[src/rtl/mem_arb_pkg.sv]
// mem_arb_pkg: owner states and read-return codes shared by the data memory arbiter.
package mem_arb_pkg;
  typedef enum logic [1:0] {OWN_IDLE, OWN_CPU, OWN_DMA} owner_t;
  typedef logic [1:0] rd_owner_t;
  localparam rd_owner_t RD_NONE = 2'd0;
  localparam rd_owner_t RD_CPU  = 2'd1;
  localparam rd_owner_t RD_DMA  = 2'd2;
endpackage

[src/rtl/arb_wait_counter.sv]
// arb_wait_counter: saturating count of consecutive cycles DMA lost arbitration.
module arb_wait_counter #(
  parameter int MAX = 4
) (
  input  logic clk,
  input  logic reset,
  input  logic inc,
  input  logic clr,
  output logic at_max
);
  localparam int W = $clog2(MAX + 1);
  localparam logic [W-1:0] MAX_V = W'(MAX);
  logic [W-1:0] cnt_q, cnt_d;
  always_comb cnt_d = clr ? '0 : (inc && cnt_q != MAX_V) ? cnt_q + 1'b1 : cnt_q;
  assign at_max = cnt_q == MAX_V;
  always_ff @(posedge clk or negedge reset)
    if (!reset) cnt_q <= '0;
    else cnt_q <= cnt_d;
endmodule

[src/rtl/data_mem_arbiter.sv]
// data_mem_arbiter: shares the single-port data RAM between the CPU MEM stage and a DMA master,
// CPU first, with DMA forced a grant after MAX_WAIT consecutive lost contended cycles.
module data_mem_arbiter
  import mem_arb_pkg::*;
#(
  parameter int ADDR_W   = 32,
  parameter int DATA_W   = 32,
  parameter int MAX_WAIT = 4
) (
  input  logic              clk,
  input  logic              reset,
  input  logic              cpu_req,
  input  logic              cpu_we,
  input  logic [ADDR_W-1:0] cpu_addr,
  input  logic [DATA_W-1:0] cpu_wdata,
  output logic              cpu_gnt,
  output logic              cpu_stall,
  output logic              cpu_rvalid,
  output logic [DATA_W-1:0] cpu_rdata,
  input  logic              dma_req,
  input  logic              dma_we,
  input  logic [ADDR_W-1:0] dma_addr,
  input  logic [DATA_W-1:0] dma_wdata,
  output logic              dma_gnt,
  output logic              dma_rvalid,
  output logic [DATA_W-1:0] dma_rdata,
  output logic              mem_rd,
  output logic              mem_wr,
  output logic [ADDR_W-1:0] mem_addr,
  output logic [DATA_W-1:0] mem_wdata,
  input  logic [DATA_W-1:0] mem_rdata
);
  owner_t    owner_q, owner_d;
  logic      rd_pend_q, rd_pend_d;
  rd_owner_t rd_owner;
  logic      at_max;
  arb_wait_counter #(.MAX(MAX_WAIT)) u_wait (
    .clk    (clk),
    .reset  (reset),
    .inc    (dma_req & cpu_gnt),
    .clr    (dma_gnt | ~dma_req),
    .at_max (at_max)
  );
  // Grants are masked while reset is held so every output reads 0 during reset.
  always_comb begin
    cpu_gnt    = reset & cpu_req & ~(dma_req & at_max);
    dma_gnt    = reset & dma_req & ~(cpu_req & ~at_max);
    cpu_stall  = reset & cpu_req & ~cpu_gnt;
    mem_rd     = (cpu_gnt & ~cpu_we) | (dma_gnt & ~dma_we);
    mem_wr     = (cpu_gnt & cpu_we) | (dma_gnt & dma_we);
    mem_addr   = cpu_gnt ? cpu_addr : dma_gnt ? dma_addr : '0;
    mem_wdata  = cpu_gnt ? cpu_wdata : dma_gnt ? dma_wdata : '0;
    owner_d    = cpu_gnt ? OWN_CPU : dma_gnt ? OWN_DMA : OWN_IDLE;
    rd_pend_d  = mem_rd;
    rd_owner   = !rd_pend_q ? RD_NONE : owner_q == OWN_CPU ? RD_CPU : RD_DMA;
    cpu_rvalid = rd_owner == RD_CPU;
    dma_rvalid = rd_owner == RD_DMA;
    cpu_rdata  = cpu_rvalid ? mem_rdata : '0;
    dma_rdata  = dma_rvalid ? mem_rdata : '0;
  end
  always_ff @(posedge clk or negedge reset)
    if (!reset) begin
      owner_q   <= OWN_IDLE;
      rd_pend_q <= 1'b0;
    end else begin
      owner_q   <= owner_d;
      rd_pend_q <= rd_pend_d;
    end
endmodule

[config.mk]
export PLATFORM = sky130hd
export DESIGN_NAME = data_mem_arbiter
export DESIGN_NICKNAME = d
export VERILOG_FILES = /design/src/rtl/mem_arb_pkg.sv /design/src/rtl/arb_wait_counter.sv /design/src/rtl/data_mem_arbiter.sv
export SDC_FILE = /design/constraint.sdc
export NUM_CORES = 1
export LEC_CHECK = 0
export ABC_AREA = 0
export CAP_MARGIN = 20
export CORE_AREA = 2 2 117 119
export DETAILED_ROUTE_END_ITERATION = 8
export DIE_AREA = 0 0 119 121
export PLACE_DENSITY = 0.6
export SYNTH_ARGS = -nofsm -noshare
export SYNTH_HDL_FRONTEND = slang
export SYNTH_SLANG_ARGS = --single-unit
[constraint.sdc]
create_clock -name clk -period 1.7 [get_ports clk]
set_input_delay 0.17 -clock clk [delete_from_list [all_inputs] [get_ports clk]]
set_output_delay 0.17 -clock clk [all_outputs]
set_load 0.02 [all_outputs]
* Word level (Yosys, flattened, before mapping)
Cells that the tools add are included.
** Word-level totals
- Register bits :: 6
- Output and inout port bits :: 135
** Operators by class
- Add/subtract/negate cells :: 1
- Equal/unequal tests :: 5
- Multiplexer cells :: 12
- Bitwise gates (word level) :: 22
- Reductions and logical operators :: 2
** Operators by type and width (number)
- 32-bit two-way mux :: 6
- 1-bit bitwise AND :: 12
- 2-bit two-way mux :: 4
- 1-bit inverter :: 7
- 3-bit two-way mux :: 2
- 2-bit by 1-bit == test with 1-bit output, second input constant :: 2
- 3-bit by 1-bit adder with 3-bit output, second input constant :: 1
- 3-bit == test, second input constant :: 1
- 3-bit != test, second input constant :: 1
- 1-bit bitwise OR :: 3
- 2-bit == test, second input constant :: 1
- 2-bit nonzero test :: 1
- 1-bit logical AND :: 1

* Longest topological paths before layout
Gate-level depths: netlist of run 1.
- Depth in word-level cells :: 8
- Depth in mapped cells :: 8
- Gate-level depth less buffers :: 6

* Cells and area by module
A second synthesis of run 1 with hierarchy kept.
** Second synthesis, totals
- Cell total of the unflattened synthesis :: 347
- Area, all modules :: 2021.9 um^2
** Modules (own cells, without submodules)
- data_mem_arbiter :: instances 1, cells an instance 329, area an instance 1824.2 um^2, sequential area each 75.1 um^2
- arb_wait_counter :: instances 1, cells an instance 18, area an instance 197.7 um^2, sequential area each 75.1 um^2

* Worst setup path after synthesis of run 1
OpenSTA, ideal clock, no wires.
- Kind :: reg-to-output
- From :: register u_wait.cnt_q[0]
- To :: output port mem_addr[13]
- Arrival :: 1.458 ns
- Setup slack :: 0.072 ns
- Stages on the path, launching flop included :: 9
- Path buffers :: 2
- Cells stage by stage :: dfrtp_1 > inv_1 > ha_1 > a21bo_1 > nand3_2 > inv_2 > buf_6 > buf_6 > a22o_1
** Between the ends
- Word-level cells in the longest chain between the ends :: 7
** RTL lines
- from (decl) :: line arb_wait_counter.sv:13 : logic [W-1:0] cnt_q, cnt_d;
- from (signal assigned) :: line arb_wait_counter.sv:18 : else cnt_q <= cnt_d;
- 3-bit == test * :: line arb_wait_counter.sv:15 : assign at_max = cnt_q == MAX_V;
- 1-bit inverter :: line data_mem_arbiter.sv:47 : dma_gnt = reset & dma_req & ~(cpu_req & ~at_max);
- 1-bit bitwise AND :: line data_mem_arbiter.sv:47
- 1-bit inverter :: line data_mem_arbiter.sv:47
- 1-bit bitwise AND :: line data_mem_arbiter.sv:47
- 32-bit two-way mux :: line data_mem_arbiter.sv:51 : mem_addr = cpu_gnt ? cpu_addr : dma_gnt ? dma_addr : '0;
- 32-bit two-way mux * :: line data_mem_arbiter.sv:51
- to (decl) :: line data_mem_arbiter.sv:29 : output logic [ADDR_W-1:0] mem_addr,
Every way passes the cells marked *; elsewhere a longest branch is shown, timed or not.

* Final worst setup path of run 1
- From :: register u_wait.cnt_q[1]
- To :: output port mem_wdata[24]
** Between the ends
- Word-level cells in the longest chain between the ends :: 7
** RTL lines
- 3-bit == test * :: line arb_wait_counter.sv:15
- 1-bit inverter :: line data_mem_arbiter.sv:47
- 1-bit bitwise AND :: line data_mem_arbiter.sv:47
- 1-bit inverter :: line data_mem_arbiter.sv:47
- 1-bit bitwise AND :: line data_mem_arbiter.sv:47
- 32-bit two-way mux :: line data_mem_arbiter.sv:52 : mem_wdata = cpu_gnt ? cpu_wdata : dma_gnt ? dma_wdata : '0;
- 32-bit two-way mux * :: line data_mem_arbiter.sv:52
- to (decl) :: line data_mem_arbiter.sv:30 : output logic [DATA_W-1:0] mem_wdata,
Marked as above.

==> metrics.md, run 1 <==
| Metric | Value |
|---|---|
| Filler cell count | 1,332 |
| Placement row count | 42 |
| Count of antenna diodes in the layout | 0 |
| Effective utilization at floorplan | 10.9% |
| Die ar. | 14,400 um2 |
| Die Span Y | 121 um |
| M1 wire length | 3850 um |
| Root buffer selected by CTS | clkbuf_16 |
| Ordered cell list for the critical path | inv_2 -> ha_4 -> a21bo_1 -> nand3_2 -> clkinv_4 -> buf_4 -> a22o_1 -> buf_2 |
| Finished Core Util | 36.4% |
| Worst-margin pin slew | 0.245 ns |
| Die width | 119 um |
| Reg2reg path depth | 7 |
| Final layout net count | 669 |
| RD Place Congestion | 0.784 |
| Type of the tightest min-delay check | in2async |
| Length of the first detailed-routing pass in iterations | 7 |
| Count of routing violations after the opening detailed-route iteration | 54 |
| Placeable core region | 13,100 um2 |
| Clock tree from TritonCTS | yes |
| Type of origin of the critical path | register |
| Routed wire per std cell | 15.6 um |
| Antenna Nets Post-Route | 0 |
| Count of state elements after synthesis | 6 |
| Post-layout worst setup margin | -0.244 ns |
| Highest attainable clock frequency | 514 MHz |
| Worst Path Max Fanout | 8 |
| CTS Sinks | 6 |
| Worst max-slew margin expressed relative to the limit | 83.6% |
| Type of the worst setup path | reg2out |
| I/O pin count | 301 |
| Met2 wirelength from detailed routing | 5500 um |
| Fraction of final layout cells sized beyond drive strength 1 | 30.1% |
| Worst ir drop on vdd | 0.266 mV |
| Worst-Skew Late Latency | 0.23 ns |
| CP max-delay cell | dfrtp_1 |
| Largest stage delay, worst path | 0.35 ns |
| RSZ-0062 raised after global routing | true |
| Detailed-route via count | 2,771 |
| Uppermost layer routed | met4 |
| Unique cell type count in the Yosys netlist | 21 |
| Syn Nets | 350 |
| Antenna violations before repair | 0 |
| Register area share after synthesis | 10.5% |
| Final hold vios | 0 |
| Synth-to-Final Area Change | 234% |
| Gr ovfl total | 0 |
| Total setup violations reported at the end of the flow | 67 |
| Pin count of the biggest net entering global routing | 34 |
| Number of buffers on the longest clock path | 2 |
| Pwr dens | 347 nW/um2 |
| Cell area after placement | 4730 um2 |
| Cell total after placement | 659 |
| Via count of the first global-routing pass | 2,866 |
| Worst-path clk slew | 0.03 ns |
| DRC Markers | 0 |
| Post-route cell area | 4760 um2 |
| Cts bufs inserted | 3 |
| Max cap viols | 0 |
| Max Slew Vio Count | 0 |
| CP arrival | 1.77 ns |
| Violations in the final reports | negative setup slack |
| H-tree level count | 1 |
| Vias/cell | 4.11 |
| Leakage power summed over all cells | 2.26 nW |
| Clock skew after layout | 0.00364 ns |
| Final wirelength | 10,500 um |
| # port buffers | 300 |
| Share of the clock period used by the worst path | 114% |
| Critical Path RT | 1.53 ns |
| Synth warnings | 0 |
| Number of standard cells after synthesis | 182 |
| Half-perimeter wire length after detailed placement | 8190 um |
| Post-Syn Area | 1430 um2 |
| Kind of end point of the critical path | primary output |
| Status | finished with violations |
| Gr usage total | 13.0% |
| Length of routed met3 wiring | 978 um |
| Synthesized area divided by synthesized cell count | 7.84 um2 |
| Fin crit period | 1.94 ns |
| Fin Hold WS | 0.438 ns |
| Number of cells in the finished layout apart from fillers | 675 |
| First-pass GRT wire length | 15,100 um |
| Total power consumption of the routed design | 1.66 mW |
## Yosys cell counts (all sizes together)
cell    number  area (um2)
a211oi       1        7.51
a21bo        1        10.0
a21boi       2        15.0
a22o        65         569
and2        65         407
and3         1        6.26
buf         14         108
clkbuf       6        22.5
dfrtp        6         150
ha           2        25.0
inv          6        22.5
nand2        2        7.51
nand3        3        25.0
nor2         2        7.51
nor3b        1        7.51
o21a         2        15.0
o22ai        2        12.5
or3b         1        8.76
## state kept, by name, summed over array words and instances (netlist names)
register and count:
owner_q 2, rd_pend_q 1, u_wait.cnt_q 3
## routing by layer
metal / up-vias / GRT usage (%)
li1: 1312 / -
met2: 187 / 25.4
met3: 15 / 3.10
met1: 1257 / 13.9
met4: 0 / 3.35
met5: - / 0
## cell type report
| cell class | count | area, um2 | area share (%) |
|---|---|---|---|
| Timing Repair Buffer | 334 | 3120 | 65.4 |
| Multi-Input combinational cell | 150 | 1170 | 24.5 |
| Tap cell | 176 | 220 | 4.62 |
| Clock buffer | 3 | 75.1 | 1.58 |
| Inverter | 6 | 35.0 | 0.735 |
| Sequential cell | 6 | 150 | 3.15 |
## critical path: cells and delay by family, from the launching register on
| family | cells | cell delay, ns |
|---|---|---|
| flops | 1 | 0.35 |
| compound gates | 2 | 0.40 |
| simple gates | 1 | 0.10 |
| fa+ha+maj | 1 | 0.17 |
| buf+inv | 4 | 0.52 |
## logic make-up (layout without fill, tap and decap cells)
group                      Yosys count  count (layout)  synth area share, %
and+or+nand+nor                     75              75                 32.9
buffers and inverters               26             343                 10.7
adders and majority gates            2               2                 1.75
DFF                                  6               6                 10.5
AOI/OAI and AO/OA                   73              73                 44.1
## power by group
group          leakage, nW  internal, mW  switching, mW
sequential          0.0808         0.149        0.00273
clock               0.0370         0.302         0.0784
combinational         2.14         0.671          0.452
total                 2.26          1.12          0.533
## worst paths after layout
path,start,to,slack (ns)
max reg2reg,u_wait.cnt_q[1],u_wait.cnt_q[2],0.07
min,reset,u_wait.cnt_q[0],0.44
max,u_wait.cnt_q[1],mem_wdata[24],-0.24
min reg2reg,u_wait.cnt_q[0],u_wait.cnt_q[0],0.66
max in group asynchronous,reset,owner_q[1],1.12
min in group clk,dma_req,u_wait.cnt_q[0],0.62
## repair_timing
action,in CTS,in global routing
pin swaps,7,4
hold buffers,0,0
resized for setup,421,91
buffers inserted,3,6
setup endpoints to repair,135,111
cloned,3,4
## metrics by stage
| stage | TNS (ns) | setup WS [ns] |
|---|---|---|
| floorplan | 0 | 0.0723 |
| global placement | -32.98 | -0.567 |
| detailed placement | -33.26 | -0.563 |
| CTS | -14.27 | -0.266 |
| global route | -18.83 | -0.315 |
| finish | -14.10 | -0.244 |
## placed cells by master (no fill, tap or decap), types with 2 or more instances in the layout
master	instances
nand2_1	2
inv_2	2
clkdlybuf4s50_1	165
clkbuf_16	6
buf_2	32
buf_6	39
dfrtp_1	6
buf_4	20
clkdlybuf4s15_1	9
o21a_1	2
nand3_2	2
inv_1	2
and2_1	65
buf_12	5
clkbuf_2	34
nor2_1	2
buf_16	2
a22o_1	65
dlygate4sd2_1	24
(Power assumes the default switching activity.)
==> run 2: changes to the inputs <==
Settings changed: CTS_CLUSTER_DIAMETER set to 150.
==> results of run 2 <==
No change in the layout: final DEF, timing and power equal those of run 1.
